<file path="src/rtl/mux_scan_sequencer_pkg.sv">
// Shared definitions for the mux scan sequencer: sequencer states and
// channel geometry of the 4-to-1 mux it drives.
package mux_scan_sequencer_pkg;

  // Number of mux inputs and the width of the select bus that addresses them.
  localparam int NUM_CH = 4;
  localparam int SEL_W  = 2;

  // Width of the dwell counter and of the transfer counter.
  localparam int CNT_W  = 8;

  // IDLE:   not scanning, waiting for start.
  // SETTLE: select driven, waiting out the settle window before capture.
  // HOLD:   sample captured and offered downstream, waiting for the handshake.
  typedef enum logic [1:0] {
    ST_IDLE   = 2'd0,
    ST_SETTLE = 2'd1,
    ST_HOLD   = 2'd2
  } state_t;

endpackage

</file>
<file path="src/rtl/mux_scan_sequencer_rr_next_channel.sv">
// Round-robin channel picker: returns the first enabled channel strictly
// after cur, wrapping past the top channel. With cur = NUM_CH-1 this yields
// the lowest enabled channel. If only cur is enabled, cur is returned.
module rr_next_channel
  import mux_scan_sequencer_pkg::*;
(
  input  logic [SEL_W-1:0]  cur,
  input  logic [NUM_CH-1:0] mask,
  output logic [SEL_W-1:0]  nxt,
  output logic              any
);

  // Scan candidates from furthest to nearest so the nearest enabled one wins.
  // Offset NUM_CH wraps back onto cur itself, covering the single-channel case.
  always_comb begin
    nxt = cur;
    any = |mask;
    for (int i = NUM_CH; i >= 1; i--) begin
      if (mask[SEL_W'(int'(cur) + i)]) begin
        nxt = SEL_W'(int'(cur) + i);
      end
    end
  end

endmodule

</file>
<file path="src/rtl/mux_scan_sequencer.sv">
// Mux scan sequencer: walks the enabled channels of a 4-to-1 mux in
// round-robin order, waits a settle window on each select, captures the mux
// output and hands it downstream over valid/ready, tagged with its channel.
module mux_scan_sequencer
  import mux_scan_sequencer_pkg::*;
#(
  parameter int WIDTH = 5,
  parameter int DWELL = 4   // settle cycles before capture, 1..255
) (
  input  logic              clk,
  input  logic              rst_n,
  input  logic              start,
  input  logic              stop,
  input  logic [NUM_CH-1:0] ch_mask,
  output logic [SEL_W-1:0]  select,
  input  logic [WIDTH-1:0]  mux_out,
  output logic [WIDTH-1:0]  out_data,
  output logic [SEL_W-1:0]  out_ch,
  output logic              out_valid,
  input  logic              out_ready,
  output logic              busy,
  output logic [CNT_W-1:0]  scan_cnt
);

  // Dwell counter value on the capture cycle.
  localparam logic [CNT_W-1:0] DWELL_LAST = CNT_W'(DWELL - 1);

  state_t             state_q,     state_d;
  logic [SEL_W-1:0]   select_q,    select_d;
  logic [WIDTH-1:0]   out_data_q,  out_data_d;
  logic [SEL_W-1:0]   out_ch_q,    out_ch_d;
  logic               out_valid_q, out_valid_d;
  logic               busy_q,      busy_d;
  logic [CNT_W-1:0]   scan_cnt_q,  scan_cnt_d;
  logic [CNT_W-1:0]   dwell_cnt_q, dwell_cnt_d;
  logic               stop_pend_q, stop_pend_d;

  logic [SEL_W-1:0]   first_ch;
  logic               first_any;
  logic [SEL_W-1:0]   next_ch;
  logic               next_any;
  logic               handshake;

  // Lowest enabled channel, used when a scan starts.
  rr_next_channel u_rr_first (
    .cur  (SEL_W'(NUM_CH - 1)),
    .mask (ch_mask),
    .nxt  (first_ch),
    .any  (first_any)
  );

  // Channel following the current select, used on each advance.
  rr_next_channel u_rr_next (
    .cur  (select_q),
    .mask (ch_mask),
    .nxt  (next_ch),
    .any  (next_any)
  );

  assign handshake = out_valid_q & out_ready;

  // Next-state and datapath decisions; every register holds unless told otherwise.
  always_comb begin
    state_d     = state_q;
    select_d    = select_q;
    out_data_d  = out_data_q;
    out_ch_d    = out_ch_q;
    out_valid_d = out_valid_q;
    scan_cnt_d  = scan_cnt_q;
    dwell_cnt_d = dwell_cnt_q;
    stop_pend_d = stop_pend_q;

    case (state_q)
      ST_IDLE: begin
        // start with no enabled channel is ignored, and so is a lone stop.
        if (start && first_any) begin
          state_d     = ST_SETTLE;
          select_d    = first_ch;
          dwell_cnt_d = '0;
          stop_pend_d = stop;
        end
      end

      ST_SETTLE: begin
        if (stop) begin
          stop_pend_d = 1'b1;
        end
        dwell_cnt_d = dwell_cnt_q + 1'b1;
        if (dwell_cnt_q == DWELL_LAST) begin
          out_data_d  = mux_out;
          out_ch_d    = select_q;
          out_valid_d = 1'b1;
          state_d     = ST_HOLD;
        end
      end

      ST_HOLD: begin
        if (stop) begin
          stop_pend_d = 1'b1;
        end
        if (handshake) begin
          out_valid_d = 1'b0;
          scan_cnt_d  = scan_cnt_q + 1'b1;
          // A stop arriving on the handshake cycle itself also ends the scan.
          if (stop_pend_q || stop || !next_any) begin
            state_d     = ST_IDLE;
            stop_pend_d = 1'b0;
          end else begin
            state_d     = ST_SETTLE;
            select_d    = next_ch;
            dwell_cnt_d = '0;
          end
        end
      end

      default: begin
        state_d     = ST_IDLE;
        out_valid_d = 1'b0;
        stop_pend_d = 1'b0;
      end
    endcase

    busy_d = (state_d != ST_IDLE);
  end

  // State and output registers; reset drops everything, including a sample on offer.
  always_ff @(posedge clk or negedge rst_n) begin
    if (!rst_n) begin
      state_q     <= ST_IDLE;
      select_q    <= '0;
      out_data_q  <= '0;
      out_ch_q    <= '0;
      out_valid_q <= 1'b0;
      busy_q      <= 1'b0;
      scan_cnt_q  <= '0;
      dwell_cnt_q <= '0;
      stop_pend_q <= 1'b0;
    end else begin
      state_q     <= state_d;
      select_q    <= select_d;
      out_data_q  <= out_data_d;
      out_ch_q    <= out_ch_d;
      out_valid_q <= out_valid_d;
      busy_q      <= busy_d;
      scan_cnt_q  <= scan_cnt_d;
      dwell_cnt_q <= dwell_cnt_d;
      stop_pend_q <= stop_pend_d;
    end
  end

  assign select    = select_q;
  assign out_data  = out_data_q;
  assign out_ch    = out_ch_q;
  assign out_valid = out_valid_q;
  assign busy      = busy_q;
  assign scan_cnt  = scan_cnt_q;

endmodule

</file>
<file path="config.mk">
export PLATFORM = sky130hd
export DESIGN_NAME = mux_scan_sequencer
export DESIGN_NICKNAME = d
export VERILOG_FILES = /design/src/rtl/mux_scan_sequencer_pkg.sv /design/src/rtl/mux_scan_sequencer_rr_next_channel.sv /design/src/rtl/mux_scan_sequencer.sv
export SDC_FILE = /design/constraint.sdc
export NUM_CORES = 1
export LEC_CHECK = 0
export ABC_AREA = 1
export BUFFER_PORTS_ARGS = -buffer_cell sky130_fd_sc_hd__clkbuf_2
export CORE_MARGIN = 2
export CORE_UTILIZATION = 45
export DETAILED_ROUTE_END_ITERATION = 10
export PLACE_DENSITY_LB_ADDON = 0.12
export SYNTH_ARGS = -nofsm -noshare
export SYNTH_HDL_FRONTEND = slang
export SYNTH_SLANG_ARGS = --single-unit
</file>
<file path="constraint.sdc">
create_clock -name clk -period 2.2 [get_ports clk]
set_input_delay 0.11 -clock clk [delete_from_list [all_inputs] [get_ports clk]]
set_output_delay 0.11 -clock clk [all_outputs]
set_load 0.01 [all_outputs]
</file>
==> summary.txt, run 1 <==
Run status
  • Status: finished, final reports clean

Placed design
  • Post-DP HPWL: 2.50 mm
  • DP Area: 0.00195 mm^2
  • Inst Count DP: 294
  • I/O Buffers: 32
  • Dpl ws: 380 ps
  • Placer Congestion: 0.878

Setup path
  • Startpoint types: register
  • Buf/Inv on CP: 1
  • Cell family with most CP delay: simple AND/OR/NAND/NOR gates
  • Setup slack, reg-to-reg: 370 ps
  • Crit-path max FO: 17
  • Critical Path Stages: 6
  • R2r endpoint: out_data[2]
  • CP Capture Type: register
  • Reg2Reg Depth: 6
  • Crit path launch: dwell_cnt_q[0]
  • WP data required: 2360 ps
  • Critical path class: register to register
  • CP endpoint: out_data[2]
  • Crit path DAT: 1980 ps
  • Crit-path slowest cell: dfrtp_1
  • FF-to-FF Start: dwell_cnt_q[0]
  • Slowest Stage Delay on Critical Path: 420 ps
  • CP Cell Sequence: ha_1 -> inv_1 -> nor3_1 -> nand3_2 -> nand2_1 -> o21ai_2

Power and ir drop
  • Clock share of power: 19.1%
  • Static leakage: 0.00114 uW
  • Combinational power share: 43.6%
  • Sw Pwr: 1030 uW
  • Pint: 1340 uW
  • Reg power frac: 37.3%
  • P per Cell Area: 1160 mW/mm^2
  • Maximum vdd drop: 0.738 mV
  • Sw frac: 43.5%

STA
  • Setup TNS: 0 ps
  • RSZ-0062 raised after global routing: no
  • Clock skew: 2.26 ps
  • Achievable Freq: 548 MHz
  • Setup violators final: 0
  • Pins over their slew limit: 0
  • Final worst path period need: 1830 ps
  • Worst slew margin: 50.1%
  • Hold Vio Cnt, Final: 0
  • Worst-Margin Slew: 748 ps
  • WHS: 51.6 ps
  • Period utilization: 83.0%
  • Slack of the critical path: 374 ps

Detailed routing
  • Total Routed Length: 3.28 mm
  • Post-DRT Antenna Nets: 0
  • Drc violations: 0
  • WL/cell: 10.8 um
  • First-pass DRT Iterations: 4
  • Via count: 1460
  • Via-per-instance ratio: 4.82
  • Initial drt markers: 115

Synth
  • Cell variety after synth: 28
  • Sequential area share after synthesis: 42.8%
  • YS warnings: 0
  • Synth Register Bits: 30
  • Syn Nets: 233
  • Synthesized instance count: 217
  • Mapped cell area: 0.00176 mm^2
  • Mean Syn Cell Area: 8.09 um^2

Global routing
  • Largest net degree at the start of global routing: 31
  • Grt met3 use: 4.73%
  • Met2 Use GR: 27.0%
  • Tot GR Track Use: 17.0%
  • Busiest grt layer: met2
  • First-pass GRT wire length: 5.62 mm
  • Vias in the first global route: 1315
  • Initial antenna violation count: 0
  • Remaining Overflow, GRT: 0
  • Routing usage on met1: 21.8%

Layout
  • Layout Cells excl Fill: 303
  • Final net count: 270
  • Final non-filler cell area: 0.00205 mm^2
  • FILL cells: 376
  • Share of layout cells above drive strength 1: 28.6%
  • Synthesis-to-finish area growth: 16.6%
  • ANT cells: 0

Clock network
  • CTS resizes: 0
  • Longest Clk Path Bufs: 2
  • CTS tree: done
  • Worst skew pair latency: 280 ps
  • Root buf cell: clkbuf_8
  • Num CTS Buffers: 5
  • Clock sink count: 30
  • Post-CTS setup buffer count: 0
  • Hold_buf cts: 1
  • Clock transition at path regs: 60 ps
  • H-tree levels: 2

Floorplanning
  • Die X-Extent: 66.5 um
  • Initial Util: 47.2%
  • Row count: 22
  • Height of the chip: 66.5 um
  • IO Pins: 33
  • Core Footprint: 0.00372 mm^2
  • Die Area: 0.00442 mm^2

Run
  • Max_cap viols: 0

Worst hold path
  • Hold Crit Class: primary input to register
-- cell usage after synthesis --
library cell  instances  area share, %
and3_1                1           0.36
nor2_1               10            2.1
ha_1                  2            1.4
buf_6                 2            1.3
dfrtp_1              30             43
inv_4                 2           0.71
nor2_2                1           0.36
or2_2                 2           0.71
xor2_1                2            1.0
o21ai_2              14            7.0
nor2_4                5            3.2
o21ai_0               3           0.86
nor3_1                2           0.57
nand4_1               6            2.1
nor2_8                1            1.1
a21oi_1               1           0.28
nand3_2               2            1.1
nand3_1              17            4.8
nand2_4               3            1.9
buf_4                 1           0.43
inv_1                23            4.9
nand2_1              75             16
a21oi_2               1           0.50
xnor2_1               5            2.5
nor4_1                1           0.36
inv_2                 3           0.64
a31oi_1               1           0.36
nand3b_1              1           0.43
-- worst min-delay path by stage --
stage | start | end | slack [ps] | cells past startpoint
floorplan | rst_n | busy | -190 | 0
global placement | rst_n | dwell_cnt_q[4] | 220 | 1
detailed placement | rst_n | dwell_cnt_q[4] | 220 | 1
CTS | mux_out[0] | out_data[0] | 50 | 3
global route | mux_out[4] | out_data[4] | 50 | 3
finish | mux_out[0] | out_data[0] | 50 | 3
-- placed cells by master (no fill, tap or decap), drive strengths merged, types with 5 or more instances in the layout --
| cell type | Yosys | final |
|---|---|---|
| clkbuf | 0 | 39 |
| dfrtp | 30 | 30 |
| inv | 28 | 28 |
| nand2 | 78 | 78 |
| nand3 | 19 | 19 |
| nand4 | 6 | 6 |
| nor2 | 17 | 17 |
| o21ai | 17 | 17 |
| xnor2 | 5 | 5 |
-- power by group through the flow --
stage / Combinational, uW / Sequential, uW / Clock, uW
floorplan: 802 / 898 / 0
global placement: 1020 / 895 / 0
detailed placement: 1050 / 892 / 0
CTS: 1050 / 882 / 465
global route: 1180 / 911 / 496
finish: 1030 / 884 / 452
-- tightest hold or removal path, stage by stage --
cell      delay (ps)
clkbuf_2          80
inv_1             50
o21ai_2           50
-- metrics by stage --
stage          utilization (%)  power [uW]
2_1_floorplan                -        1700
3_3_place_gp              52.4        1920
3_5_place_dp              52.4        1940
4_1_cts                   55.1        2400
5_1_grt                   55.1        2580
6_report                  55.1        2370
-- sequential cells by signal (all words and copies together), names as in the netlist --
name and count:
busy 1, dwell_cnt_q 8, out_ch 2, out_data 5, out_valid 1, scan_cnt 8
select 2, state_q 2, stop_pend_q 1
-- per-layer routing --
metal,vias to the layer above,part of all wire [%],wire length (um)
li1,761,-,-
met1,660,48,1570
met2,35,46,1520
met3,4,4.5,147
met4,0,1.4,46
met5,-,0,0
-- cells by family (layout without fill, tap and decap cells) --
logic type               count (synthesis)  count (layout)  synth area share, %
XOR/XNOR                                 7               7                 3.49
adder cells (fa/ha/maj)                  2               2                 1.43
AO/OA/AOI/OAI                           20              20                 8.98
AND/OR/NAND/NOR                        127             127                 35.4
buffers and inverters                   31              69                 7.98
flip-flops                              30              30                 42.8
-- layout make-up --
cell class                      instances  area (um^2)  share of cell area (%)
Multi-Input combinational cell        156          865                    42.2
Sequential cell                        30          751                    36.7
Timing Repair Buffer                   33          170                    8.31
Inverter                               28          110                    5.38
Clock buffer                            7         86.3                    4.22
Tap cell                               48         60.1                    2.93
Clock inverter                          1         5.00                   0.244
Note: power is estimated with default switching activity, not from simulation.
==> run 2, diff against run 1 <==
==> constraint.sdc (replaced) <==
create_clock -name clk -period 1.55 [get_ports clk]
set_input_delay 0.0775 -clock clk [delete_from_list [all_inputs] [get_ports clk]]
set_output_delay 0.0775 -clock clk [all_outputs]
set_load 0.01 [all_outputs]
==> summary.txt, run 2 (same netlist as run 1, synthesis figures left out) <==
Detailed routing
  • WL/cell: 10.7 um (was 10.8 um)
  • Post-DRT Antenna Nets: 0 (unchanged)
  • First-pass DRT Iterations: 4 (unchanged)
  • Via-per-instance ratio: 4.64 (was 4.82)
  • Drc violations: 0 (unchanged)
  • Via count: 1456 (was 1460)
  • Total Routed Length: 3.35 mm (was 3.28 mm)
  • Initial drt markers: 118 (was 115)

Global routing
  • Largest net degree at the start of global routing: 31 (unchanged)
  • Vias in the first global route: 1343 (was 1315)
  • First-pass GRT wire length: 5.78 mm (was 5.62 mm)
  • Initial antenna violation count: 0 (unchanged)
  • Remaining Overflow, GRT: 0 (unchanged)
  • Tot GR Track Use: 17.6% (was 17.0%)

Setup path
  • Buf/Inv on CP: 1 (unchanged)
  • Slowest Stage Delay on Critical Path: 450 ps (was 420 ps)
  • CP Capture Type: register (unchanged)
  • Crit path DAT: 1610 ps (was 1980 ps)
  • Setup slack, reg-to-reg: 110 ps (was 370 ps)
  • Critical path class: register to register (unchanged)
  • WP data required: 1720 ps (was 2360 ps)
  • CP Cell Sequence: nor4_1 -> nand3_2 -> buf_4 -> nand2_1 -> o21ai_2 (was ha_1 -> inv_1 -> nor3_1 -> nand3_2 -> nand2_1 -> o21ai_2)
  • Startpoint types: register (unchanged)
  • Cell family with most CP delay: simple AND/OR/NAND/NOR gates (unchanged)
  • Crit-path slowest cell: nor4_1 (was dfrtp_1)
  • Crit-path max FO: 17 (unchanged)

Floorplanning
  • Die X-Extent: 66.5 um (unchanged)
  • Row count: 22 (unchanged)
  • Die Area: 0.00442 mm^2 (unchanged)
  • Height of the chip: 66.5 um (unchanged)
  • IO Pins: 33 (unchanged)
  • Initial Util: 47.2% (unchanged)
  • Core Footprint: 0.00372 mm^2 (unchanged)

Placed design
  • Post-DP HPWL: 2.54 mm (was 2.50 mm)
  • I/O Buffers: 32 (unchanged)
  • Placer Congestion: 0.836 (was 0.878)
  • Dpl ws: 90.6 ps (was 380 ps)

Clock network
  • Clock sink count: 30 (unchanged)
  • Clock transition at path regs: 70 ps (was 60 ps)
  • Worst skew pair latency: 280 ps (about the same)
  • Longest Clk Path Bufs: 2 (unchanged)
  • Root buf cell: clkbuf_8 (unchanged)
  • Num CTS Buffers: 5 (unchanged)
  • CTS tree: done (unchanged)
  • Post-CTS setup buffer count: 0 (unchanged)
  • H-tree levels: 2 (unchanged)

STA
  • Worst slew margin: 70.7% (was 50.1%)
  • Period utilization: 93.1% (was 83.0%)
  • Final worst path period need: 1440 ps (was 1830 ps)
  • Hold Vio Cnt, Final: 0 (unchanged)
  • Achievable Freq: 693 MHz (was 548 MHz)
  • Setup violators final: 0 (unchanged)
  • Worst-Margin Slew: 436 ps (was 748 ps)
  • Slack of the critical path: 108 ps (was 374 ps)
  • Pins over their slew limit: 0 (unchanged)
  • Setup TNS: 0 ps (unchanged)
  • Clock skew: 6.67 ps (was 2.26 ps)

Power and ir drop
  • P per Cell Area: 1720 mW/mm^2 (was 1160 mW/mm^2)
  • Static leakage: 0.00121 uW (was 0.00114 uW)
  • Maximum vdd drop: 1.02 mV (was 0.738 mV)

Layout
  • Synthesis-to-finish area growth: 23.5% (was 16.6%)
  • ANT cells: 0 (unchanged)
  • Commonest non-fill, non-tap cell in the layout: nand2_1 (unchanged)
  • Final net count: 281 (was 270)
  • Share of layout cells above drive strength 1: 33.8% (was 28.6%)
  • Commonest cells after routing, fill and taps aside: 75 x nand2_1, 32 x clkbuf_2, 27 x dfrtp_1 (was 75 x nand2_1, 32 x clkbuf_2, 30 x dfrtp_1)
  • FILL cells: 367 (was 376)

Run
  • Max_cap viols: 0 (unchanged)

Worst hold path
  • Hold Crit Class: primary input to register (unchanged)

Run status
  • Status: finished, final reports clean (unchanged)
## run 2: cell count changes in the layout (fill, tap and decap cells not counted), sizes merged
cell    before  now
buf          0   11
bufinv       0    1
clkbuf      39   37
clkinv       1    2
## run 2: metrics by stage
step | utilization (%) | power (uW) | hold WS (ps) | cell area, um^2 | instances
after floorplan | - | 2410 | -218 | 1760 | 217
after global placement | 54.9 | 2960 | 116 | 2040 | 305
after detailed placement | 54.9 | 2980 | 117 | 2040 | 305
after CTS | 58.1 | 3760 | 10.8 | 2160 | 314
after global routing | 58.4 | 4050 | 14.5 | 2170 | 314
final | 58.4 | 3730 | 16.5 | 2170 | 314
## run 2: power breakdown
group          switching, uW  internal [uW]
sequential               192           1030
combinational           1030            716
clock                    297            472
total                   1510           2210
## run 2: layout make-up
class / instances / area [um^2] / share of cell area (%)
tap: 48 / 60.1 / 2.77
sequential: 30 / 754 / 34.8
clock buffer: 5 / 68.8 / 3.17
inverter: 28 / 110 / 5.08
clock inverter: 3 / 40.0 / 1.85
multi-input combinational: 156 / 870 / 40.1
timing repair buffer: 44 / 265 / 12.2
## run 2: worst register-to-register path: stages (launching register included)
cell and delay [ps]:
dfrtp_1 410, nor4_1 450, nand3_2 100, buf_4 220, nand2_1 90, o21ai_2 50
## run 2: path summary, 6_finish.rpt
check	cells past startpoint	start	endpoint
min reg2reg	1	scan_cnt[7]	scan_cnt[7]
min in group asynchronous	3	rst_n	dwell_cnt_q[4]
max in group asynchronous	3	rst_n	state_q[1]
max	5	dwell_cnt_q[6]	out_data[2]
max reg2reg	5	dwell_cnt_q[6]	out_data[2]
min	3	mux_out[0]	out_data[0]
## run 2: per-layer routing
| metal | part of all wire, % | track usage, % | vias to the layer above |
|---|---|---|---|
| li1 | - | - | 785 |
| met1 | 47 | 22.9 | 639 |
| met2 | 48 | 27.0 | 28 |
| met3 | 4.0 | 4.90 | 4 |
| met4 | 1.3 | 7.91 | 0 |
| met5 | 0 | 0 | - |
## run 2: repair_timing
action,4_1_cts,5_1_grt
endpoints found under the hold margin,30,0
resized for setup,0,5
setup endpoints to repair,0,3
hold buffers,1,0
==> run 3, diff against run 2 <==
--- a/config.mk
+++ b/config.mk
@@ -11,6 +11,7 @@
 export CORE_UTILIZATION = 45
 export DETAILED_ROUTE_END_ITERATION = 10
 export PLACE_DENSITY_LB_ADDON = 0.12
+export REMOVE_ABC_BUFFERS = 1
 export SYNTH_ARGS = -nofsm -noshare
 export SYNTH_HDL_FRONTEND = slang
 export SYNTH_SLANG_ARGS = --single-unit
==> summary.txt, run 3 (same netlist as run 1, synthesis figures left out) <==
Setup path
  • R2r endpoint: scan_cnt[7] (was out_data[2])
  • Startpoint types: register (unchanged)
  • Setup slack, reg-to-reg: 90 ps (was 110 ps)
  • Crit path launch: state_q[1] (was dwell_cnt_q[6])
  • CP Cell Sequence: inv_2 -> nor2_4 -> inv_4 -> nor2_8 -> buf_4 -> nand2_4 -> nor2_4 -> nand3_1 -> xnor2_1 (was nor4_1 -> nand3_2 -> buf_4 -> nand2_1 -> o21ai_2)
  • CP endpoint: scan_cnt[7] (was out_data[2])
  • Slowest Stage Delay on Critical Path: 410 ps (was 450 ps)
  • Cell mode on critical path: nor2_4
  • Critical Path Stages: 9 (was 5)
  • Crit-path slowest cell: dfrtp_2 (was nor4_1)
  • CP Capture Type: register (unchanged)
  • Crit-path max FO: 5 (was 17)
  • Buf/Inv on CP: 3 (was 1)
  • WP data required: 1710 ps (was 1720 ps)
  • Critical path class: register to register (unchanged)
  • Reg2Reg Depth: 9 (was 5)
  • FF-to-FF Start: state_q[1] (was dwell_cnt_q[6])
  • Crit path DAT: 1620 ps (was 1610 ps)
  • Cell family with most CP delay: simple AND/OR/NAND/NOR gates (unchanged)

STA
  • RSZ-0062 raised after global routing: no
  • Hold Vio Cnt, Final: 0 (unchanged)
  • Achievable Freq: 685 MHz (was 693 MHz)
  • Setup TNS: 0 ps (unchanged)
  • Worst slew margin: 70.7% (about the same)
  • Final worst path period need: 1460 ps (was 1440 ps)
  • Clock skew: 1.85 ps (was 6.67 ps)
  • Pins over their slew limit: 0 (unchanged)
  • Period utilization: 94.1% (was 93.1%)
  • Setup violators final: 0 (unchanged)
  • Worst-Margin Slew: 439 ps (was 436 ps)

Global routing
  • Initial antenna violation count: 0 (unchanged)
  • Met2 Use GR: 29.4% (was 27.0%)
  • Remaining Overflow, GRT: 0 (unchanged)
  • Tot GR Track Use: 17.2% (was 17.6%)
  • Routing usage on met1: 21.2% (was 22.9%)
  • Vias in the first global route: 1370 (was 1343)
  • Grt met3 use: 4.56% (was 4.90%)
  • Largest net degree at the start of global routing: 18 (was 31)
  • Busiest grt layer: met2 (unchanged)
  • First-pass GRT wire length: 5.82 mm (was 5.78 mm)

Layout
  • Synthesis-to-finish area growth: 25.1% (was 23.5%)
  • Fin util: 59.1% (was 58.4%)
  • Share of layout cells above drive strength 1: 33.9% (was 33.8%)
  • Final net count: 286 (was 281)
  • Final non-filler cell area: 0.00220 mm^2 (was 0.00217 mm^2)
  • Commonest non-fill, non-tap cell in the layout: nand2_1 (unchanged)
  • ANT cells: 0 (unchanged)
  • Commonest cells after routing, fill and taps aside: 75 x nand2_1, 32 x clkbuf_2, 29 x dfrtp_1 (was 75 x nand2_1, 32 x clkbuf_2, 27 x dfrtp_1)

Power and ir drop
  • Maximum vdd drop: 0.893 mV (was 1.02 mV)
  • P per Cell Area: 1660 mW/mm^2 (was 1720 mW/mm^2)
  • Pwr Total: 3640 uW (was 3730 uW)
  • Static leakage: 0.00123 uW (was 0.00121 uW)

Detailed routing
  • Initial drt markers: 71 (was 118)
  • Post-DRT Antenna Nets: 0 (unchanged)
  • Total Routed Length: 3.31 mm (was 3.35 mm)
  • Via count: 1478 (was 1456)
  • Via-per-instance ratio: 4.63 (was 4.64)
  • WL/cell: 10.4 um (was 10.7 um)
  • Drc violations: 0 (unchanged)
  • First-pass DRT Iterations: 4 (unchanged)

Placed design
  • DP Area: 0.00206 mm^2 (was 0.00204 mm^2)
  • Post-DP HPWL: 2.57 mm (was 2.54 mm)
  • Placer Congestion: 0.839 (was 0.836)
  • I/O Buffers: 32 (unchanged)

Floorplanning
  • IO Pins: 33 (unchanged)
  • Core Footprint: 0.00372 mm^2 (unchanged)
  • Row count: 22 (unchanged)
  • Die Area: 0.00442 mm^2 (unchanged)
  • Height of the chip: 66.5 um (unchanged)
  • Die X-Extent: 66.5 um (unchanged)
  • Initial Util: 47.2% (unchanged)

Clock network
  • Clock sink count: 30 (unchanged)
  • H-tree levels: 2 (unchanged)
  • Longest Clk Path Bufs: 2 (unchanged)
  • Num CTS Buffers: 5 (unchanged)
  • CTS tree: done (unchanged)
  • Worst skew pair latency: 270 ps (was 280 ps)
  • Root buf cell: clkbuf_8 (unchanged)
  • Clock transition at path regs: 60 ps (was 70 ps)

Run
  • Max_cap viols: 0 (unchanged)

Run status
  • Status: finished, final reports clean (unchanged)

Worst hold path
  • Hold Crit Class: primary input to register (unchanged)
[run 3: changes by cell type in the layout (fill, tap and decap cells not counted)]
| cell | before | now |
|---|---|---|
| nor3_1 | 1 | 2 |
| nor3_2 | 1 | 0 |
| clkinv_2 | 2 | 1 |
| nor2_2 | 1 | 2 |
| clkbuf_8 | 5 | 6 |
| clkbuf_1 | 0 | 1 |
| dfrtp_1 | 27 | 29 |
| buf_4 | 10 | 14 |
| nor2_1 | 10 | 9 |
| dfrtp_2 | 3 | 1 |
| buf_12 | 1 | 2 |
| bufinv_16 | 1 | 0 |
[run 3: what timing repair did]
| item | in CTS | in global routing |
|---|---|---|
| setup buffers | 0 | 4 |
| endpoints found under the hold margin | 15 | 0 |
| hold buffers | 1 | 0 |
| gates resized for setup | 0 | 3 |
| setup endpoints to repair | 0 | 3 |
[run 3: worst reg2reg max path, delay by kind of cell (launching register included)]
family	cells	cell delay (ps)
buffers and inverters	3	290
and+or+nand+nor	5	510
DFF	1	410
xor gates and xnor gates	1	130
[run 3: metrics by stage]
stage,hold WS (ps),setup slack [ps],cells
6_report,23.8,91.1,319
4_1_cts,18.1,65.3,315
3_5_place_dp,42.0,90.8,306
2_1_floorplan,-218,-1.28,214
5_1_grt,17.8,1.66,319
3_3_place_gp,38.5,118,306
[run 3: layout make-up]
type | count | area (um^2)
fill | 353 | 1520
clock buffer | 7 | 86.3
sequential | 30 | 752
clock inverter | 1 | 5.00
tap | 48 | 60.1
timing repair buffer | 49 | 315
inverter | 28 | 110
multi-input combinational | 156 | 867
[run 3: worst min path at each step]
stage                     from             end  slack (ps)  depth (start not counted)
floorplan                rst_n            busy        -220                          0
global placement         rst_n  dwell_cnt_q[4]          40                          1
detailed placement       rst_n  dwell_cnt_q[4]          40                          1
CTS                 mux_out[4]     out_data[4]          20                          3
global route        mux_out[4]     out_data[4]          20                          3
finish              mux_out[4]     out_data[4]          20                          3
[run 3: layer usage]
layer	wire length [um]	share of wire, %	vias up
met3	100	3.0	4
li1	-	-	792
met1	1560	47	660
met5	0	0	-
met4	42	1.3	0
met2	1610	49	22
[run 3: where the power goes]
part / internal (uW) / switching, uW
registers: 1020 / 181
logic: 753 / 1050
clock network: 357 / 276
total: 2130 / 1510
